[src/rtl/control_bank_pkg.sv]
// Shared types, default sizing and ring-pointer helper for the control-word bank.
package control_bank_pkg;

  typedef enum logic [1:0] {
    IDLE   = 2'd0,
    BURST  = 2'd1,
    COMMIT = 2'd2
  } state_t;

  localparam int unsigned DEF_WORD_W    = 16;
  localparam int unsigned DEF_NUM_SLOTS = 64;

  // Next slot in ring order; wraps from the last slot back to slot 0.
  function automatic int unsigned ring_next(input int unsigned ptr, input int unsigned num_slots);
    return (ptr >= num_slots - 32'd1) ? 32'd0 : ptr + 32'd1;
  endfunction

endpackage

[src/rtl/slot_ring_ptr.sv]
// Burst address pointer with ring wrap, plus the remaining-word down-counter.
module slot_ring_ptr
  import control_bank_pkg::*;
#(
  parameter int unsigned NUM_SLOTS = DEF_NUM_SLOTS,
  parameter int unsigned ADDR_W    = $clog2(NUM_SLOTS)
) (
  input  logic              clk,
  input  logic              rst,
  input  logic              load,
  input  logic [ADDR_W-1:0] load_ptr,
  input  logic [ADDR_W:0]   load_cnt,
  input  logic              step,
  output logic [ADDR_W-1:0] ptr,
  output logic              zero,
  output logic              last
);

  localparam int unsigned CNT_W = ADDR_W + 1;

  logic [CNT_W-1:0] remaining;

  always_ff @(posedge clk or posedge rst) begin
    if (rst) begin
      ptr       <= '0;
      remaining <= '0;
    end else if (load) begin
      ptr       <= load_ptr;
      remaining <= load_cnt;
    end else if (step && !zero) begin
      ptr       <= ADDR_W'(ring_next(32'(ptr), NUM_SLOTS));
      remaining <= remaining - CNT_W'(1);
    end
  end

  assign zero = (remaining == '0);
  assign last = (remaining == CNT_W'(1));

endmodule

[src/rtl/control_bank.sv]
// Double-buffered control-word bank: shadow writes (single or burst) and atomic commit to live outputs.
module control_bank
  import control_bank_pkg::*;
#(
  parameter int unsigned WORD_W    = DEF_WORD_W,
  parameter int unsigned NUM_SLOTS = DEF_NUM_SLOTS,
  parameter int unsigned ADDR_W    = $clog2(NUM_SLOTS)
) (
  input  logic                        clk,
  input  logic                        rst,
  input  logic                        wr_valid,
  output logic                        wr_ready,
  input  logic [WORD_W-1:0]           wr_data,
  input  logic [ADDR_W-1:0]           wr_addr,
  input  logic                        wr_burst,
  input  logic [ADDR_W:0]             burst_len,
  input  logic                        commit_req,
  output logic [NUM_SLOTS*WORD_W-1:0] combined_out,
  output logic                        updated,
  output logic [NUM_SLOTS-1:0]        dirty,
  output logic                        busy
);

  localparam int unsigned     CNT_W     = ADDR_W + 1;
  localparam logic [CNT_W-1:0] LAST_SLOT = CNT_W'(NUM_SLOTS - 1);

  state_t state, next_state;

  logic [NUM_SLOTS-1:0][WORD_W-1:0] shadow;
  logic [NUM_SLOTS-1:0][WORD_W-1:0] live;

  logic              accept;
  logic              hs;
  logic              addr_ok;
  logic [CNT_W-1:0]  len_eff;
  logic [CNT_W-1:0]  load_cnt;
  logic [ADDR_W-1:0] load_ptr;
  logic              wr_en;
  logic [ADDR_W-1:0] wr_idx;
  logic              load;
  logic              step;
  logic [ADDR_W-1:0] ptr;
  logic              cnt_zero;
  logic              cnt_last;

  // Handshake qualification shared by the FSM and the storage.
  assign accept   = (state != COMMIT) && !rst;
  assign hs       = wr_valid && accept;
  assign addr_ok  = ({1'b0, wr_addr} <= LAST_SLOT);
  assign len_eff  = (burst_len == '0) ? CNT_W'(1) : burst_len;
  assign load_cnt = len_eff - CNT_W'(1);
  // An out-of-range burst start discards the first word and continues from slot 0.
  assign load_ptr = addr_ok ? ADDR_W'(ring_next(32'(wr_addr), NUM_SLOTS)) : '0;

  slot_ring_ptr #(
    .NUM_SLOTS (NUM_SLOTS),
    .ADDR_W    (ADDR_W)
  ) u_ring (
    .clk      (clk),
    .rst      (rst),
    .load     (load),
    .load_ptr (load_ptr),
    .load_cnt (load_cnt),
    .step     (step),
    .ptr      (ptr),
    .zero     (cnt_zero),
    .last     (cnt_last)
  );

  always_ff @(posedge clk or posedge rst) begin
    if (rst) state <= IDLE;
    else     state <= next_state;
  end

  // A burst start outranks a same-cycle commit request.
  always_comb begin
    next_state = state;
    case (state)
      IDLE: begin
        if (hs && wr_burst)  next_state = (load_cnt != '0) ? BURST : COMMIT;
        else if (commit_req) next_state = COMMIT;
      end
      BURST: begin
        if (cnt_zero || (hs && cnt_last)) next_state = COMMIT;
      end
      COMMIT:  next_state = IDLE;
      default: next_state = IDLE;
    endcase
  end

  always_comb begin
    wr_ready = 1'b0;
    busy     = 1'b0;
    wr_en    = 1'b0;
    wr_idx   = ptr;
    load     = 1'b0;
    step     = 1'b0;
    case (state)
      IDLE: begin
        wr_ready = accept;
        wr_en    = hs && addr_ok;
        wr_idx   = wr_addr;
        load     = hs && wr_burst;
      end
      BURST: begin
        wr_ready = accept;
        busy     = 1'b1;
        wr_en    = hs;
        step     = hs;
      end
      COMMIT: begin
        busy = 1'b1;
      end
      default: begin
        busy = 1'b0;
      end
    endcase
  end

  // Shadow/live storage; live only moves on the single COMMIT cycle.
  always_ff @(posedge clk or posedge rst) begin
    if (rst) begin
      shadow  <= '0;
      live    <= '0;
      dirty   <= '0;
      updated <= 1'b0;
    end else begin
      updated <= (state == COMMIT);
      if (wr_en) begin
        shadow[wr_idx] <= wr_data;
        dirty[wr_idx]  <= 1'b1;
      end
      if (state == COMMIT) begin
        live  <= shadow;
        dirty <= '0;
      end
    end
  end

  assign combined_out = live;

endmodule

[config.mk]
export PLATFORM = sky130hd
export DESIGN_NAME = control_bank
export DESIGN_NICKNAME = d
export VERILOG_FILES = /design/src/rtl/control_bank_pkg.sv /design/src/rtl/slot_ring_ptr.sv /design/src/rtl/control_bank.sv
export SDC_FILE = /design/constraint.sdc
export NUM_CORES = 2
export LEC_CHECK = 0
export CAP_MARGIN = 20
export CORE_AREA = 3 3 436 438
export CTS_CLUSTER_SIZE = 24
export DETAILED_ROUTE_END_ITERATION = 8
export DIE_AREA = 0 0 439 441
export PLACE_DENSITY = 0.65
export SLEW_MARGIN = 10
export SYNTH_ARGS = -nofsm -noshare
export SYNTH_HDL_FRONTEND = slang
export SYNTH_HIERARCHICAL = 1
export SYNTH_SLANG_ARGS = --single-unit
[constraint.sdc]
create_clock -name clk -period 79.7 [get_ports clk]
set_clock_uncertainty 0.15 [all_clocks]
set_input_delay 11.955 -clock clk [delete_from_list [all_inputs] [get_ports clk]]
set_output_delay 11.955 -clock clk [all_outputs]
set_load 0.03 [all_outputs]
==> summary by stage <==
Layout
The layout has 15200 filler cells. The finished cells cover 0.101 mm². The ratio of cells with drive above 1 in the final layout is 41.2%. The final layout contains 5982 nets.

From synthesis to final layout, the design area changed by 25.7%.

STA
The final number of max-transition violations is 0. Based on the critical path, the design can be clocked at up to 38.0 MHz. The number of hold violations in the final report is 0.

The minimum clock period is 26300 ps. The final critical path takes up 33.0% of the cycle. The sum of negative setup slack is 0 ps. Setup violations remaining at the end of the flow were counted as 0.

Setup repair after global routing left no endpoint under its margin. The transition time at the pin with the least slew margin is 1130 ps. The worst pin sits at a relative slew slack of 24.9%.

Critical path
The maximum single-stage delay on the critical path is 740 ps. Counting cells, the worst reg-to-reg path comes to 6. The worst setup path is launched from a primary input.

The maximum fanout along the worst path is 6. The capturing element type of the critical path is a primary output. The critical path depth is 4. The cell with the largest stage delay on the worst path is clkdlybuf4s50_1.

The critical path is of the primary input to primary output type. The critical path arrival is 14200 ps. Walking the worst path, the cells encountered are clkdlybuf4s50_1 > nor3_1 > buf_4 > clkdlybuf4s50_1. The critical path contains buffers and inverters numbering 3 combined. Among the stages of the critical path, the cell type that occurs most often is clkdlybuf4s50_1.

The kind of cell with the highest combined delay along the critical path is buffers and inverters. STA puts the critical path data required time at 67600 ps.

Pwr
The clock share of power is 28.3%. The switching share of power is 33.4%. For this design the ratio of total power to cell area is 34.9 mW/mm².

Across the VDD grid, the largest voltage drop is 0.0232 mV. The relative contribution of sequential cells to total power is 40.4%. The switching power is 1.18 mW. The internal power contribution is 2.36 mW.

The leakage power is 49.5 nW. In this run, the combinational gates consume 31.3% of the power.

Global routing
The number of global-route vias before repair is 47300. Summed over all layers, the global routing overflow is 0. The largest net degree at the start of global routing is 182. The first global-routing pass estimated 340000 µm of wire. The initial antenna violation count is 30. Global routing consumed, over all layers together, 24.3% of the routing resources.

CTS
The count of instances resized after the clock tree is built is 0. The cts-stage hold buffer count is 0. The tree is rooted in a clkbuf_16. The H-tree level count is 4. TritonCTS built the clock tree. Buffers added to address setup during post-CTS repair amount to 0.

The number of buffers created by CTS is 215. After clock tree synthesis, the clock-pin slew on the worst setup and hold paths is 60 ps. Counting every sink on the clock net gives 2128.

The clock passes through at most 3 buffers. The clock latency reported for the late side of the worst-skew pair is 870 ps.

Logic synthesis
Sorting the synthesized cells by area gives the leading types as dfrtp_1 (66%), mux2_2 (27%), mux2_1 (1.4%). The gate count of the mapped netlist is 4843. Of the synthesized area, sequential elements account for 66.0%. Each instance of the synthesized netlist takes up on average 16.7 µm². After synthesis the netlist holds a flip-flop and latch count of 2128. The distinct cell type count after synthesis is 75.

The flip-flop cell with the highest count after synthesis is dfrtp_1. The share of async-settable or async-resettable flops after synthesis is 100%. The number of enable flip-flop cells after synthesis is 0.

The fraction of synthesized cell area taken by the top area cell type is 66.0%. The cell area that synthesis handed to floorplanning was 0.0807 mm². Counting every net in the synthesized netlist gives 4887.

During synthesis, Yosys emitted a total of 6 warnings. dfrtp_1 takes more of the synthesized area than any other cell.

Hold path
The cell depth of the worst hold path is 1. The worst min-delay path class is flip-flop to flip-flop.

Route
The post-detailed-route count of antenna-violating nets is 0. The routed wire length is 238000 µm. The total iterations of the first detailed-routing run is 5. In the final routed layout, each cell accounts on average for 27.6 µm. The remaining design rule violation count is 0. The routed via count divided by cell count is 5.23. In this run, the number of DRC markers left after iteration 0 of detailed routing was 2309. The routed layout has 45100 vias.

Job
The number of max-capacitance violations reported is 0.

Run status
The run finished with clean final reports.

Placed design
The routability congestion estimate is 0.813. Summing all placed instances gives a cell area of 0.0941 mm². Port buffering added 1124 buffers.

The HPWL after detailed placement is 155000 µm.

Floorplanning
In this run the standard cell core region covers 0.187 mm². The initial cell density of the core is 43.2%. The area of the die is 0.194 mm².

The count of standard-cell rows is 159. The number of top-level design ports is 1125. The die width is 439 µm. In this run the vertical extent of the chip is 441 µm.
[flip-flops by register name, indices dropped and copies added, names as in the netlist]
signal / flops
combined_out: 1024
state: 2
shadow: 1024
u_ring/remaining: 7
dirty: 64
u_ring/ptr: 6
updated: 1
[cells in the mapped netlist (3+ instances only)]
master    count
nor3b_1       3
buf_6         8
a21oi_4       3
nor3_1        7
nor2_1       14
xor2_1        5
a31oi_1       3
nand3_4       8
mux2_2     1950
buf_4        45
buf_1        19
nor3b_2       5
nor2_2       14
xnor2_1       6
nand4_1       7
nor2_4       24
o22ai_2       6
nand2b_1      4
or2_2         4
nand3_1       4
mux2_1      102
and3b_1       4
and3_1        4
inv_1        32
o21ai_0      13
buf_2        28
dfrtp_1    2128
clkbuf_1    220
a21oi_1      31
nand2_1      16
nand3_2       7
o211ai_1      5
o21ba_2      38
nand2_4       4
o31ai_1       3
ha_1         10
o22ai_1       3
nand4_4      10
[power by group through the flow]
stage,clock network [mW],logic [mW],registers [mW]
after detailed placement,0,1.12,1.45
after floorplan,0,0.439,1.68
final,1.00,1.11,1.43
after global placement,0,1.11,1.44
after global routing,1.07,1.16,1.46
after CTS,1.03,1.12,1.43
[kinds of logic after synthesis]
group                    after synthesis  synth area share [%]
multiplexers                        2058                  28.7
flip-flops                          2128                  66.0
buffers and inverters                355                  2.01
AND/OR/NAND/NOR                      159                  1.76
adder cells (fa/ha/maj)               10                 0.155
AO/OA/AOI/OAI                        122                  1.23
XOR/XNOR                              11                 0.119
[routing by layer]
metal / vias up / track usage, % / share of wire [%]
li1: 19300 / - / -
met4: 2 / 13.9 / 6.2
met2: 1215 / 40.5 / 49
met3: 418 / 6.90 / 6.7
met1: 24200 / 28.2 / 38
met5: - / 0 / 0.0055
[stage by stage]
stage / instances / util [%] / hold WS (ps) / setup WS, ps / total power, mW
4_1_cts: 8598 / 54.1 / 329 / 53280 / 3.58
6_report: 8624 / 54.3 / 320 / 53400 / 3.55
3_5_place_dp: 8207 / 50.3 / 323 / 53280 / 2.57
5_1_grt: 8621 / 54.3 / 344 / 53330 / 3.70
2_1_floorplan: 4843 / - / 302 / 7850 / 2.12
3_3_place_gp: 8207 / 50.3 / 312 / 53280 / 2.54
[worst reg2reg max path: cells and delay by family, from the launching register on]
| kind | cells | cell delay, ps |
|---|---|---|
| fa+ha+maj | 1 | 680 |
| buf+inv | 4 | 2600 |
| flops | 1 | 380 |
| mux | 1 | 730 |
[final timing paths]
path / startpoint / end / slack (ps)
min in group asynchronous: rst / u_ring/ptr[1] / 11840
worst max register to register: state[0] / combined_out[309] / 75030
max in group asynchronous: rst / shadow[98] / 63410
worst min register to register: shadow[397] / combined_out[397] / 320
worst min-delay path: shadow[397] / combined_out[397] / 320
worst max-delay path: rst / wr_ready / 53400
[cells in the final DEF (no fill, tap or decap), drive strengths merged, types with 4 or more instances in the layout]
cell type	netlist	routed
a21oi	35	35
and3	4	4
and3b	4	4
buf	100	93
bufinv	0	10
clkbuf	222	316
clkdlybuf4s50	0	1108
clkinv	0	49
clkinvlp	0	10
dfrtp	2128	2128
diode	0	17
ha	10	10
inv	32	38
mux2	2053	2053
mux2i	5	5
nand2	20	20
nand2b	4	4
nand3	19	19
nand4	17	17
nor2	52	52
nor3	8	8
nor3b	8	8
o211ai	5	5
o21ai	14	14
o21ba	38	38
o22ai	9	9
o31ai	4	4
or2	7	7
xnor2	6	6
xor2	5	5
[layout make-up]
class                      instances  area [µm²]  area share [%]
sequential                      2128       53300            52.5
multi-input combinational       2360       25800            25.5
timing repair buffer            1201       12000            11.8
clock buffer                     316        6220            6.13
tap                             2495        3120            3.08
clock inverter                    75         877           0.864
inverter                          32         128           0.126
antenna                           17        42.5          0.0419
(Power assumes the default switching activity.)
